`config.mk`:
```
export PLATFORM = sky130hd
export DESIGN_NAME = acc_control_unit
export DESIGN_NICKNAME = d
export VERILOG_FILES = /design/src/rtl/acc_control_unit.sv
export SDC_FILE = /design/constraint.sdc
export NUM_CORES = 1
export LEC_CHECK = 0
export CAP_MARGIN = 25
export CORE_MARGIN = 3
export CORE_UTILIZATION = 35
export CTS_BUF_LIST = sky130_fd_sc_hd__clkbuf_8
export CTS_CLUSTER_SIZE = 20
export DETAILED_ROUTE_END_ITERATION = 8
export PLACE_DENSITY_LB_ADDON = 0.25
export SLEW_MARGIN = 10
export SYNTH_ARGS = -nofsm -noshare
export SYNTH_HDL_FRONTEND = slang
export SYNTH_SLANG_ARGS = --single-unit
```
`constraint.sdc`:
```
create_clock -name clk -period 2.32 [get_ports clk]
set_clock_uncertainty 0.15 [all_clocks]
set_input_delay 0.58 -clock clk [delete_from_list [all_inputs] [get_ports clk]]
set_output_delay 0.58 -clock clk [all_outputs]
set_load 0.03 [all_outputs]
```
`src/rtl/acc_control_unit.sv`:
```
// Multi-cycle fetch/decode/execute sequencer for the accumulator data unit.
// Optional reserved-opcode trap enabled by defining ILLEGAL_TRAP_EN.
module acc_control_unit #(
  parameter int unsigned DATA_WIDTH      = 8,
  parameter int unsigned PC_WIDTH        = 8,
  parameter int unsigned OPERATION_WIDTH = 3,
  parameter int unsigned INSTR_WIDTH     = 16
) (
  input  logic                       clk,
  input  logic                       reset,
  input  logic                       start,
  input  logic [INSTR_WIDTH-1:0]     instr,
  input  logic                       zero_flag,
  input  logic                       carrier_flag,
  input  logic                       negative_flag,
  output logic [PC_WIDTH-1:0]        pc,
  output logic                       instr_rd_en,
  output logic                       load_enable,
  output logic                       write_ram_enable,
  output logic [OPERATION_WIDTH-1:0] operation_select,
  output logic [1:0]                 a_select,
  output logic [1:0]                 b_select,
  output logic [1:0]                 destination_select,
  output logic [DATA_WIDTH-1:0]      constant_out,
  output logic                       mb_select,
  output logic                       md_select,
  output logic                       busy,
  output logic                       halted,
  output logic                       illegal_op
);

  localparam logic [3:0] OP_ALUR = 4'h1;
  localparam logic [3:0] OP_LD   = 4'h2;
  localparam logic [3:0] OP_ST   = 4'h3;
  localparam logic [3:0] OP_JMP  = 4'h4;
  localparam logic [3:0] OP_BR   = 4'h5;
  localparam logic [3:0] OP_HALT = 4'h6;
`ifdef ILLEGAL_TRAP_EN
  localparam logic [3:0] OP_RSVD = 4'h7;
`endif

  typedef enum logic [2:0] {
    S_IDLE,
    S_FETCH,
    S_DECODE,
    S_EXECUTE,
    S_HALTED
  } state_t;

  state_t                 state;
  logic [INSTR_WIDTH-1:0] ir;
  logic                   flag_z;
  logic                   flag_c;
  logic                   flag_n;

  logic [3:0]             ir_op;
  logic [3:0]             in_op;
  logic [PC_WIDTH-1:0]    target;
  logic [PC_WIDTH-1:0]    pc_inc;
  logic [3:0]             cond_vec;
  logic                   br_taken;
  logic                   in_writes_reg;
  logic                   ir_is_alu;
  logic [PC_WIDTH-1:0]    exec_pc;
  logic                   exec_stop;
`ifdef ILLEGAL_TRAP_EN
  logic                   exec_trap;
`endif

  assign ir_op         = ir[15:12];
  assign in_op         = instr[15:12];
  assign target        = PC_WIDTH'(ir[7:0]);
  assign pc_inc        = pc + PC_WIDTH'(1);
  assign cond_vec      = {1'b1, flag_n, flag_c, flag_z};
  assign br_taken      = cond_vec[ir[11:10]];
  assign in_writes_reg = in_op[3] | (in_op == OP_ALUR) | (in_op == OP_LD);
  assign ir_is_alu     = ir_op[3] | (ir_op == OP_ALUR);

  // Outcome of the instruction held in ir when it executes.
  always_comb begin
    exec_pc   = pc_inc;
    exec_stop = 1'b0;
`ifdef ILLEGAL_TRAP_EN
    exec_trap = 1'b0;
`endif
    case (ir_op)
      OP_JMP:  exec_pc = target;
      OP_BR:   exec_pc = br_taken ? target : pc_inc;
      OP_HALT: begin
        exec_pc   = pc;
        exec_stop = 1'b1;
      end
`ifdef ILLEGAL_TRAP_EN
      OP_RSVD: begin
        exec_pc   = pc;
        exec_stop = 1'b1;
        exec_trap = 1'b1;
      end
`endif
      default: ;
    endcase
  end

  // Sequencer: state, pc, instruction register, latched flags and strobes.
  always_ff @(posedge clk) begin
    if (!reset) begin
      state            <= S_IDLE;
      pc               <= '0;
      ir               <= '0;
      flag_z           <= 1'b0;
      flag_c           <= 1'b0;
      flag_n           <= 1'b0;
      instr_rd_en      <= 1'b0;
      load_enable      <= 1'b0;
      write_ram_enable <= 1'b0;
      busy             <= 1'b0;
      halted           <= 1'b0;
`ifdef ILLEGAL_TRAP_EN
      illegal_op       <= 1'b0;
`endif
    end else begin
      instr_rd_en      <= 1'b0;
      load_enable      <= 1'b0;
      write_ram_enable <= 1'b0;
      case (state)
        S_IDLE, S_HALTED: begin
          if (start) begin
            state       <= S_FETCH;
            pc          <= '0;
            flag_z      <= 1'b0;
            flag_c      <= 1'b0;
            flag_n      <= 1'b0;
            instr_rd_en <= 1'b1;
            busy        <= 1'b1;
            halted      <= 1'b0;
`ifdef ILLEGAL_TRAP_EN
            illegal_op  <= 1'b0;
`endif
          end
        end
        S_FETCH: state <= S_DECODE;
        S_DECODE: begin
          ir               <= instr;
          load_enable      <= in_writes_reg;
          write_ram_enable <= (in_op == OP_ST);
          state            <= S_EXECUTE;
        end
        S_EXECUTE: begin
          pc <= exec_pc;
          if (ir_is_alu) begin
            flag_z <= zero_flag;
            flag_c <= carrier_flag;
            flag_n <= negative_flag;
          end
          if (exec_stop) begin
            state  <= S_HALTED;
            busy   <= 1'b0;
            halted <= 1'b1;
`ifdef ILLEGAL_TRAP_EN
            illegal_op <= exec_trap;
`endif
          end else begin
            state       <= S_FETCH;
            instr_rd_en <= 1'b1;
          end
        end
        default: state <= S_IDLE;
      endcase
    end
  end

`ifndef ILLEGAL_TRAP_EN
  assign illegal_op = 1'b0;
`endif

  // Data-unit selects decoded straight from the instruction register.
  always_comb begin
    operation_select   = '0;
    a_select           = 2'b00;
    b_select           = 2'b00;
    destination_select = 2'b00;
    constant_out       = '0;
    mb_select          = 1'b0;
    md_select          = 1'b0;
    if (state != S_IDLE) begin
      destination_select = ir[11:10];
      a_select           = ir[9:8];
      b_select           = ir[7:6];
      if (ir_op[3]) begin
        operation_select = OPERATION_WIDTH'(ir_op[2:0]);
        constant_out     = DATA_WIDTH'(ir[7:0]);
        mb_select        = 1'b1;
        b_select         = 2'b00;
      end else if (ir_op == OP_ALUR) begin
        operation_select = OPERATION_WIDTH'(ir[2:0]);
      end else if (ir_op == OP_LD) begin
        md_select = 1'b1;
      end
    end
  end

endmodule

```
-- Word-level counts from Yosys, hierarchy flattened
Index checks and enable logic that the tools add are counted.
- register bits after elaboration: 35
- input port bits: 22
- logic and storage cells: 80
- $add $sub $neg: 1
- $lt $le $gt $ge: 1
- equal/unequal tests: 16
- muxes and demuxes: 40
- bitwise logic cells: 3
- reduce and logical (&&, ||, !) cells: 8
- operator list (operator ; number):
    two-way mux 8 bit ; 4
    case mux 8 bit (3 select lines) ; 1
    two-way mux 1 bit ; 17
    case mux 8 bit (2 select lines) ; 1
    two-way mux 3 bit ; 5
    equality test 4 x 2 -> 1 bit, second input constant ; 3
    equality test 4 x 3 -> 1 bit, second input constant ; 3
    case mux 1 bit (2 select lines) ; 6
    case mux 3 bit (4 select lines) ; 1
    AND reduction 3 bit ; 3
    adder 8 x 1 -> 8 bit, second input constant ; 1
    equality test 4 x 1 -> 1 bit, second input constant ; 2
    two-way mux 2 bit ; 4
    != test 2 bit, second input constant ; 4
    equality test 3 x 2 -> 1 bit, second input constant ; 2
    equality test 3 x 1 -> 1 bit, second input constant ; 1
    equality test 3 bit, second input constant ; 1
    logical NOT 3 bit ; 1
    less-than comparator 2 x 3 -> 1 bit, second input constant ; 1
    OR 1 bit ; 3
    nonzero test 3 bit ; 1
    binary-select mux 1 bit (select 2 bit) ; 1
    AND reduction 2 bit ; 1
    nonzero test 2 bit ; 1
    OR reduction 2 bit ; 1

-- Longest topological paths before layout
Gate-level depths: netlist of run 1.
- depth in word-level cells: 5
- depth in mapped cells: 7
- depth with buffers taken out: 5

-- Least setup slack after synthesis of run 1
Ideal clock, no wire load.
- path type: reg2out
- start: register state[0]
- end: output md_select
- arrival: 1.524 ns
- required time: 1.590 ns
- slack: 0.066 ns
- stages on the path, launching flop included: 4
- path buffers: 1
- path through: dfxtp_1 > buf_2 > nor3_1 > nor4_1
- cells in the longest elaborated chain, start to end: 2
- RTL lines (item ; line ; RTL):
    from (decl) ; 50 ; state_t state;
    from (signal assigned) ; 107 ; state <= S_IDLE;
    from (signal assigned) ; 128 ; state <= S_FETCH;
    from (signal assigned) ; 141 ; S_FETCH: state <= S_DECODE;
    nonzero test 3 bit ; 185 ; if (state != S_IDLE) begin
    two-way mux 1 bit ; 185 ;
    to (decl) ; 26 ; output logic md_select,
No other way between the ends.

-- Worst setup path after layout of run 1
- start: register state[2]
- end: output constant_out[5]
- cells in the longest elaborated chain, start to end: 2
- RTL lines (item ; line ; RTL):
    nonzero test 3 bit ; 185 ;
    two-way mux 8 bit ; 185 ;
    to (decl) ; 24 ; output logic [DATA_WIDTH-1:0] constant_out,
No other way between the ends.

==> flow_summary.json, run 1 <==
{
  "p_sw_uw": 460,
  "synth_cells": 225,
  "worstPathMaxFanout": 13,
  "layout_setup_ws_ns": 0.0616,
  "period_needed_ns": 2.26,
  "grt_pass1_vias": 1775,
  "port_buffers": 53,
  "synth_xor_area_frac": 0.0147,
  "synth_top_flop_cell": "dfxtp_1",
  "setup_viol_count_final": 0,
  "cp-end-kind": "primary output",
  "async_reset_ff_frac": 0,
  "cts_tree": "done",
  "num_rows": 25,
  "antenna_cells": 0,
  "place_ws_ns": -0.0744,
  "syn2layout_area_growth_pct": 38.9,
  "fin_crit_sh": 0.973,
  "internal-power_mw": 1.05,
  "grt_remaining_overflow": 0,
  "pwr-share-comb": 0.255,
  "dieArea_um2": 6010,
  "cp-start-kind": "register",
  "cp_slowest_stage_delay_ns": 0.39,
  "yosys.cell_types.count": 43,
  "fin_util": 0.513,
  "io_pins": 55,
  "coreArea_um2": 4850,
  "synth_edf_count": 0,
  "synth_compound_area_frac": 0.160,
  "postCtsSetupBuffers": 0,
  "powerDensity_nw_per_um2": 606,
  "cts_sinks": 35,
  "clockRootBuffer": "clkbuf_8",
  "grt_pass1_wl_um": 8470,
  "ant_nets": 0,
  "layout.nets": 312,
  "p_total_mw": 1.51,
  "cap_violations": 0,
  "grt_usage": 0.174,
  "numCtsBuffers": 5,
  "synth_seq_cells": 35,
  "nFillCells": 481,
  "hold_class": "reg2reg",
  "worstPathArrival_ns": 1.53,
  "die_x_um": 77.5,
  "drt_iter0_drc": 192,
  "p_leak_nw": 0.933,
  "multi_input_area_um2": 997,
  "drt-total-wl_um": 4950,
  "die_h_um": 77.5,
  "drt_first_pass_iters": 5,
  "clockPowerShare": 0.294,
  "synth_top_family_by_area": "simple AND/OR/NAND/NOR gates",
  "dr_total_vias": 1827,
  "clock_path_buffers": 2,
  "holdWs_ns": 0.303,
  "rsz0062_at_grt": "no",
  "status": "finished clean",
  "cp_top_family": "simple AND/OR/NAND/NOR gates",
  "seq_power_share": 0.451,
  "cp_num_buf_inv": 2,
  "clk_pin_slew_ns": 0.07,
  "antenna_found_initial": 0,
  "htreeDepth": 2,
  "cts_hold_buf": 0,
  "synth_top_area_frac": 0.391,
  "worst-endpoint-required_ns": 1.59,
  "initial_core_util": 0.369,
  "yosysTopAreaCell": "dfxtp_1",
  "hold_viol": 0,
  "grt_max_degree": 25,
  "ff_latch_area_um2": 704,
  "cpMaxStageDelayCell": "or3_4",
  "clk_latency_ns": 0.28,
  "syn_area_um2": 1790,
  "postSynthAreaPerCell_um2": 7.96,
  "routabilityCongestion": 0.807,
  "drc": 0,
  "drive_gt1_frac": 0.204,
  "final_max_slew_viol_count": 0,
  "hpwl_um": 3640,
  "swShare": 0.305,
  "seq_area_frac_synth": 0.391,
  "crit_type": "reg2out",
  "yosys_warnings": 0,
  "synth_mux_area_frac": 0.0461,
  "crit_chain": "or3_4, buf_6, and3_1, buf_2",
  "vdd_drop_max_uv": 355,
  "wl_per_cell_um": 13.9,
  "synth_fa_ha_area_frac": 0.00699,
  "max_freq_mhz": 443,
  "synthSimpleGateAreaFrac": 0.319,
  "synth_area_leaders": "dfxtp_1 39%, nand2_1 10%, a21oi_1 7.0%",
  "via_per_inst": 5.13,
  "syn-num-nets": 248
}
==> path summary, 6_finish.rpt <==
path	from	end	slack (ns)	cells past startpoint
max	state[2]	constant_out[5]	0.06	4
min	ir[8]	ir[8]	0.30	2
max reg2reg	ir[15]	pc[3]	0.18	6
min reg2reg	ir[8]	ir[8]	0.30	2
==> cell families (layout without fill, tap and decap cells) <==
| group | count (synthesis) | count (layout) |
|---|---|---|
| compound gates | 46 | 46 |
| xor+xnor | 3 | 3 |
| fa+ha+maj | 1 | 1 |
| buf+inv | 19 | 83 |
| flops | 35 | 35 |
| mux | 8 | 8 |
| other cells | 1 | 1 |
| simple gates | 112 | 112 |
==> cell usage after synthesis, types with 6 or more instances <==
cell type / number
nor2_1: 14
o211ai_1: 6
and3_1: 8
dfxtp_1: 35
nand3_1: 6
nand2_1: 48
mux2i_1: 6
clkbuf_1: 10
and2_1: 6
a21oi_1: 25
==> routing by layer <==
metal,global-route usage,share of wire,vias to the layer above
met5,0,0,-
met4,0.0498,0.0093,0
met3,0.0394,0.057,4
met2,0.288,0.47,58
met1,0.227,0.47,845
li1,-,-,920
==> worst register-to-register path, stage by stage, from the launching register on <==
cell      delay (ns)
dfxtp_2         0.39
buf_4           0.19
or3b_1          0.37
a311oi_2        0.28
buf_4           0.20
mux2_2          0.33
a31oi_1         0.15
==> metrics by stage <==
step,cell area (um2),std cells,TNS [ns]
after detailed placement,2440,349,-0.735
after CTS,2480,356,0
after global placement,2440,349,-0.444
after floorplan,1790,225,0
final,2490,356,0
after global routing,2490,356,0
==> cell type report <==
class                           count  area share
Inverter                            4     0.00604
Timing Repair Buffer               72       0.241
Clock buffer                        6      0.0332
Tap cell                           67      0.0337
Sequential cell                    35       0.283
Clock inverter                      1     0.00201
Multi-Input combinational cell    171       0.401
==> layout by cell type, fill, tap and decap left out, types with 3 or more instances in the layout <==
| cell type | netlist | final |
|---|---|---|
| nor2_1 | 14 | 14 |
| clkdlybuf4s50_1 | 0 | 34 |
| xnor2_1 | 3 | 3 |
| o2bb2ai_1 | 3 | 3 |
| nor4_1 | 4 | 4 |
| mux2i_1 | 6 | 6 |
| inv_1 | 4 | 4 |
| o22ai_1 | 4 | 4 |
| a21oi_1 | 25 | 25 |
| and3_1 | 8 | 8 |
| nand2_1 | 48 | 48 |
| and2_1 | 6 | 6 |
| dfxtp_2 | 0 | 3 |
| buf_2 | 1 | 11 |
| buf_4 | 1 | 22 |
| nand4_1 | 3 | 3 |
| dfxtp_1 | 35 | 32 |
| clkbuf_8 | 0 | 6 |
| nand3_1 | 6 | 6 |
| o211ai_1 | 6 | 6 |
| nor3b_1 | 4 | 3 |
==> flip-flops by register name, indices dropped and copies added, names as in the netlist <==
| name | cells |
|---|---|
| flag_c | 1 |
| flag_n | 1 |
| pc | 8 |
| ir | 16 |
| load_enable | 1 |
| instr_rd_en | 1 |
| state | 3 |
| halted | 1 |
| flag_z | 1 |
| busy | 1 |
| write_ram_enable | 1 |
==> power groups by stage <==
stage          Sequential (mW)  Combinational, mW  Clock, mW
6_report                 0.679              0.384      0.443
5_1_grt                  0.685              0.425      0.468
4_1_cts                  0.678              0.379      0.456
3_5_place_dp             0.690              0.380          0
3_3_place_gp             0.690              0.375          0
2_1_floorplan            0.693              0.205          0
==> what timing repair did <==
item	4_1_cts	5_1_grt
endpoints found under the setup margin	17	16
endpoints found under the hold margin	0	0
gates resized for setup	66	11
Note: power is estimated with default switching activity, not from simulation.
==> inputs of run 2 (changes only) <==
SLEW_MARGIN = 20   (was 10)
==> results of run 2 <==
Final layout, timing and power as in run 1 (identical DEF).
